===== src/rtl/uart_arb_pkg.sv =====
// Shared types and constants for the UART transmit arbiter.
// Optional stall timeout is enabled by defining UART_ARB_TIMEOUT_EN.
package uart_arb_pkg;

  localparam int BYTE_W = 8;

  typedef enum logic {
    IDLE   = 1'b0,
    LOCKED = 1'b1
  } arb_state_t;

  // Circular successor of a requester index.
  function automatic int wrap_inc(input int idx, input int n);
    return (idx + 1 >= n) ? 0 : idx + 1;
  endfunction

endpackage


===== src/rtl/uart_tx_arbiter_rr_pick.sv =====
// Combinational round-robin picker: first set request at or after ptr,
// searched in circular order, returned as one-hot and as an index.
module rr_pick #(
  parameter int N  = 4,
  parameter int PW = 2
) (
  input  logic [N-1:0]  i_req,
  input  logic [PW-1:0] i_ptr,
  output logic [N-1:0]  o_pick,
  output logic [PW-1:0] o_idx
);

  always_comb begin
    int         j;
    logic       found;
    logic [PW-1:0] j_idx;
    // NOTE: every output and temporary gets a default first so no path can infer a latch.
    o_pick = '0;
    o_idx  = '0;
    found  = 1'b0;
    j      = 0;
    j_idx  = '0;
    for (int k = 0; k < N; k++) begin
      j = int'(i_ptr) + k;
      if (j >= N) j = j - N;
      j_idx = PW'(j);
      if (!found && i_req[j_idx]) begin
        found         = 1'b1;
        o_pick[j_idx] = 1'b1;
        o_idx         = j_idx;
      end
    end
  end

endmodule


===== src/rtl/uart_tx_arbiter.sv =====
// Packet-locked round-robin arbiter feeding one UART transmitter through a byte holding register.
// Define UART_ARB_TIMEOUT_EN to release a stalled lock after TIMEOUT idle owner cycles.
module uart_tx_arbiter
  import uart_arb_pkg::*;
#(
  parameter int N_REQ   = 4,
  parameter int TIMEOUT = 255
) (
  input  logic                    CLK,
  input  logic                    RESET,
  input  logic [BYTE_W*N_REQ-1:0] req_data,
  input  logic [N_REQ-1:0]        req_valid,
  input  logic [N_REQ-1:0]        req_last,
  output logic [N_REQ-1:0]        req_ready,
  output logic [BYTE_W-1:0]       tx_data,
  output logic                    tx_valid,
  input  logic                    tx_ready,
  output logic [N_REQ-1:0]        grant,
  output logic                    busy
`ifdef UART_ARB_TIMEOUT_EN
  ,
  output logic                    timeout_err
`endif
);

  localparam int PTR_W = $clog2(N_REQ);

  arb_state_t        r_state;
  logic [PTR_W-1:0]  r_ptr;
  logic [PTR_W-1:0]  r_owner;
  logic [N_REQ-1:0]  r_grant;
  logic [BYTE_W-1:0] r_hold_data;
  logic              r_hold_valid;

  logic [N_REQ-1:0]  w_pick;
  logic [PTR_W-1:0]  w_pick_idx;
  logic [BYTE_W-1:0] w_req_bytes [N_REQ];
  logic [BYTE_W-1:0] w_owner_data;
  logic [PTR_W-1:0]  w_next_ptr;
  logic              w_owner_valid;
  logic              w_owner_last;
  logic              w_can_load;
  logic              w_accept;
  logic              w_tx_xfer;
  logic              w_timeout;
  logic              w_release;

  rr_pick #(
    .N  (N_REQ),
    .PW (PTR_W)
  ) u_rr_pick (
    .i_req  (req_valid),
    .i_ptr  (r_ptr),
    .o_pick (w_pick),
    .o_idx  (w_pick_idx)
  );

  for (genvar gi = 0; gi < N_REQ; gi++) begin : g_bytes
    assign w_req_bytes[gi] = req_data[gi*BYTE_W +: BYTE_W];
  end

  assign w_owner_data  = w_req_bytes[r_owner];
  assign w_owner_valid = |(req_valid & r_grant);
  assign w_owner_last  = |(req_last & r_grant);
  assign w_next_ptr    = PTR_W'(wrap_inc(int'(r_owner), N_REQ));

  // The owner may load whenever the holding register is empty or emptying this cycle.
  assign w_can_load = (r_state == LOCKED) && (!r_hold_valid || tx_ready);
  assign w_accept   = w_can_load && w_owner_valid;
  assign w_tx_xfer  = r_hold_valid && tx_ready;
  assign w_release  = (w_accept && w_owner_last) || w_timeout;

  assign req_ready = w_can_load ? r_grant : '0;
  assign tx_data   = r_hold_data;
  assign tx_valid  = r_hold_valid;
  assign grant     = r_grant;
  assign busy      = (r_state == LOCKED) || r_hold_valid;

`ifdef UART_ARB_TIMEOUT_EN
  localparam int CNT_W = $clog2(TIMEOUT + 1);

  logic [CNT_W-1:0] r_stall_cnt;
  logic             r_timeout_err;
  logic             w_stall;

  assign w_stall   = (r_state == LOCKED) && !w_owner_valid;
  assign w_timeout = w_stall && (r_stall_cnt == CNT_W'(TIMEOUT - 1));

  always_ff @(posedge CLK or posedge RESET) begin
    if (RESET) begin
      r_stall_cnt   <= '0;
      r_timeout_err <= 1'b0;
    end else begin
      r_timeout_err <= w_timeout;
      if ((r_state != LOCKED) || w_accept || w_timeout)
        r_stall_cnt <= '0;
      else if (w_stall)
        r_stall_cnt <= r_stall_cnt + 1'b1;
    end
  end

  assign timeout_err = r_timeout_err;
`else
  logic w_unused_timeout;

  assign w_unused_timeout = ^TIMEOUT;
  assign w_timeout        = 1'b0;
`endif

  // The holding register drains on its own, regardless of lock state.
  // NOTE: state is updated with non-blocking assignments so every flop samples pre-edge values.
  always_ff @(posedge CLK or posedge RESET) begin
    if (RESET) begin
      r_hold_data  <= '0;
      r_hold_valid <= 1'b0;
    end else if (w_accept) begin
      r_hold_data  <= w_owner_data;
      r_hold_valid <= 1'b1;
    end else if (w_tx_xfer) begin
      r_hold_valid <= 1'b0;
    end
  end

  always_ff @(posedge CLK or posedge RESET) begin
    if (RESET) begin
      r_state <= IDLE;
      r_ptr   <= '0;
      r_owner <= '0;
      r_grant <= '0;
    end else begin
      case (r_state)
        IDLE: begin
          if (|req_valid) begin
            r_state <= LOCKED;
            r_grant <= w_pick;
            r_owner <= w_pick_idx;
          end
        end
        LOCKED: begin
          if (w_release) begin
            r_state <= IDLE;
            r_grant <= '0;
            r_ptr   <= w_next_ptr;
          end
        end
        default: r_state <= IDLE;
      endcase
    end
  end

endmodule


===== config.mk =====
export PLATFORM = sky130hd
export DESIGN_NAME = uart_tx_arbiter
export DESIGN_NICKNAME = d
export VERILOG_FILES = /design/src/rtl/uart_arb_pkg.sv /design/src/rtl/uart_tx_arbiter_rr_pick.sv /design/src/rtl/uart_tx_arbiter.sv
export SDC_FILE = /design/constraint.sdc
export NUM_CORES = 1
export LEC_CHECK = 0
export ABC_CLOCK_PERIOD_IN_PS = 3000
export BUFFER_PORTS_ARGS = -buffer_cell sky130_fd_sc_hd__buf_2
export CAP_MARGIN = 5
export CORE_MARGIN = 2
export CORE_UTILIZATION = 48
export DETAILED_ROUTE_END_ITERATION = 16
export PLACE_DENSITY = 0.79
export REMOVE_ABC_BUFFERS = 1
export SETUP_SLACK_MARGIN = 0.05
export SLEW_MARGIN = 10
export SYNTH_ARGS = -nofsm -noshare
export SYNTH_HDL_FRONTEND = slang
export SYNTH_SLANG_ARGS = --single-unit

===== constraint.sdc =====
create_clock -name CLK -period 3 [get_ports CLK]
set_input_delay 0.3 -clock CLK [delete_from_list [all_inputs] [get_ports CLK]]
set_output_delay 0.3 -clock CLK [all_outputs]
set_load 0.005 [all_outputs]

==> metrics.md <==
| Metric | Value |
|---|---|
| Total core area | `between 3000 and 4000 µm²` |
| Pre-CTS setup slack | `0.528 ns` |
| Fin util | `about three fifths` |
| Cell Rows | `20` |
| CTS tree | `built` |
| Mean Syn Cell Area | `11.6 µm²` |
| Hold buffer count at CTS | `0` |
| Most used DFF post-synth | `dfrtp_1` |
| Critical path fanouts, max | `12` |
| Maximum vdd drop | `roughly 0.0005 V` |
| Worst-path clk slew | `0.09 ns` |
| Die area | `3620 µm²` |
| Synth Cell Area | `between 1500 and 2000 µm²` |
| Number of gates resized after cts | `0` |
| Data arrival time of the worst path | `around 2.7 ns` |
| Setup TNS | `0 ns` |
| Seq/Total Area, Yosys | `29.8%` |
| Final setup viols | `0` |
| Die Ht | `60.2 µm` |
| Hold/Removal Path Class | `in -> async` |
| Crit Path Class | `reg -> reg` |
| Fillers | `226` |
| Worst Skew | `0.00673 ns` |
| Final WS setup | `between 0.4 and 0.5 ns` |
| Area delta synth->final | `21.2%` |
| Tot Pwr | `around 1700 µW` |
| RSZ-0062 raised after global routing | `false` |
| DRT iter0 DRCs | `46` |
| YS warnings | `0` |
| Worst-skew pair later-pin latency | `between 0.2 and 0.3 ns` |
| Total gr overflow | `0` |
| Cells after synthesis | `between 100 and 150` |
| PortBufs | `60` |
| Req. time, crit path | `around 3.2 ns` |
| Number of antenna violations at the first check in global routing | `0` |
| Outcome | `finished clean` |
| Antenna Violating Nets Remaining | `0` |
| Slowest CP cell | `mux4_2` |
| Worst Setup SP | `r_ptr[1]` |
| Total track usage | `19.7%` |
| Max-cap violations | `0` |
| Die X | `approximately 60 µm` |
| Number of diodes | `0` |
| H-Tree Depth | `1` |
| Root Buffer | `clkbuf_4` |
| CP Cell Sequence | `inv_1, ha_1, mux4_2, or2_4, a2111oi_4, a221o_1` |
| Least-Margin Pin Slew | `around 0.66 ns` |
| Fmax | `~400 MHz` |
| Leak Pwr | `between 0.0008 and 0.0009 µW` |
| Vias in the first global route | `approximately 1100` |
| Final #Nets | `between 200 and 250` |
| Power per Cell Area | `between 900 and 1000 nW/µm²` |
| Boundary Pins | `61` |
| Clock Tree Buf Depth | `2` |
| Fraction of layout cells with a size suffix above 1 | `roughly half` |
| Total CTS buffers | `3` |
| First-pass GRT wire length | `approximately 5300 µm` |
| Post-CTS Setup Bufs | `0` |
| Routed WL per cell | `between 15 and 20 µm` |
| Worst Setup Start Kind | `flop` |
| Initial core utilization | `about 50%` |
| FF+latch count, synth | `18` |
| Crit share post-route | `83.4%` |
| Largest net degree at the start of global routing | `19` |
| Reg2Reg Launch Point | `r_ptr[1]` |
| EDFF count, synth | `0` |
| WL final | `3520 µm` |
| Max-slew violation count | `0` |
| Total clock sinks | `18` |
| CP Capture Type | `flop` |
| Largest incremental delay on the critical path | `between 0.6 and 0.7 ns` |
| # DRC | `0` |
| Async SR Flop Fraction | `between 90% and 100%` |
| Post-DP HPWL | `roughly 2800 µm` |
| Tmin final | `between 2 and 3 ns` |
| Number of distinct library cells after synthesis | `39` |
| Via Count | `between 1000 and 1500` |
| Final GP Congestion | `0.895` |
| Vias per cell | `around 5.8` |
| Max_slew headroom | `a little under three fifths` |
| Final Hold Fails | `0` |
| 1st-pass router iterations | `4` |
[registers in the layout (all words and copies together), names as in the netlist]
name / flops
grant: 4
r_owner: 2
r_ptr: 2
r_state: 1
tx_data: 8
tx_valid: 1
[per-layer routing]
layer  global-route usage (%)  part of all wire [%]  up-vias
li1                         -                     -      621
met1                     25.1                    42      640
met2                     34.6                    52       60
met3                     1.30                   4.9        8
met4                     7.62                   1.6        0
met5                        0                     0        -
[where the power goes]
| group | total [µW] | switching [µW] | internal, µW |
|---|---|---|---|
| clock network | 111 | 65.0 | 46.5 |
| registers | 487 | 127 | 360 |
| logic | 1100 | 518 | 579 |
| total | 1700 | 710 | 985 |
[area by class of cell]
class / count / area, µm² / share of cell area, %
Inverter: 7 / 26.3 / 1.43
Timing Repair Buffer: 63 / 323 / 17.6
Multi-Input combinational cell: 95 / 957 / 52.2
Sequential cell: 18 / 450 / 24.6
Clock buffer: 3 / 22.5 / 1.23
Tap cell: 44 / 55.1 / 3.00
[cells in the mapped netlist, drive strengths merged (3+ instances only)]
| cell | count | area [µm²] |
|---|---|---|
| a22o | 3 | 27.5 |
| nand3b | 4 | 30.0 |
| o21ai | 4 | 20.0 |
| mux2i | 4 | 40.0 |
| nand2 | 5 | 18.8 |
| a221o | 4 | 40.0 |
| a21oi | 7 | 35.0 |
| buf | 8 | 68.8 |
| inv | 7 | 26.3 |
| a221oi | 6 | 52.6 |
| clkbuf | 3 | 11.3 |
| dfrtp | 18 | 450 |
| mux2 | 11 | 124 |
| mux4 | 11 | 252 |
| ha | 9 | 113 |
| and3 | 4 | 25.0 |
| or2 | 3 | 21.3 |
[layout by cell type (no fill, tap or decap), drive strengths merged, types with 2 or more instances in the layout]
cell type and n:
dfrtp 18, o21ai 4, o21a 2, a221oi 6, o211ai 2, a221o 4
nand3 2, buf 63, a21o 2, or2 3, nand3b 4, clkbuf 3
mux2 11, a21oi 7, mux4 11, nor2 2, mux2i 4, nand2 5
and3 4, ha 9, a211o 2, a22o 3, inv 7
[path summary, 6_finish.rpt]
path	endpoint	slack [ns]	cells after the start
max in group asynchronous	tx_data[6]	2.48	2
min in group CLK	tx_valid	0.36	3
worst max-delay path	grant[3]	0.50	6
worst min register to register	tx_data[6]	0.51	1
worst max register to register	grant[3]	0.50	6
worst min-delay path	tx_data[4]	0.1	2
[kinds of logic (layout without fill, tap and decap cells)]
logic type | Yosys count | in the layout | share of synthesized area (%)
buffers and inverters | 18 | 73 | 7.02
flip-flops | 18 | 18 | 29.8
multiplexers | 26 | 26 | 27.4
adder cells (fa/ha/maj) | 9 | 9 | 7.44
AO/OA/AOI/OAI | 37 | 37 | 19.7
AND/OR/NAND/NOR | 23 | 23 | 8.68
[critical path: cells and delay by family (launching register included)]
kind            cells  cell delay (ns)
simple gates        1             0.29
flops               1             0.37
buf+inv             1             0.10
compound gates      2             0.61
mux                 1             0.65
fa+ha+maj           1             0.41
[per-stage QoR]
step | std cells | hold slack, ns | area [µm²]
global route | 230 | 0.134 | 1830
global placement | 227 | 0.413 | 1810
detailed placement | 227 | 0.426 | 1810
floorplan | 120 | 0.239 | 1430
finish | 230 | 0.0964 | 1830
CTS | 230 | 0.114 | 1830
(Power assumes the default switching activity.)
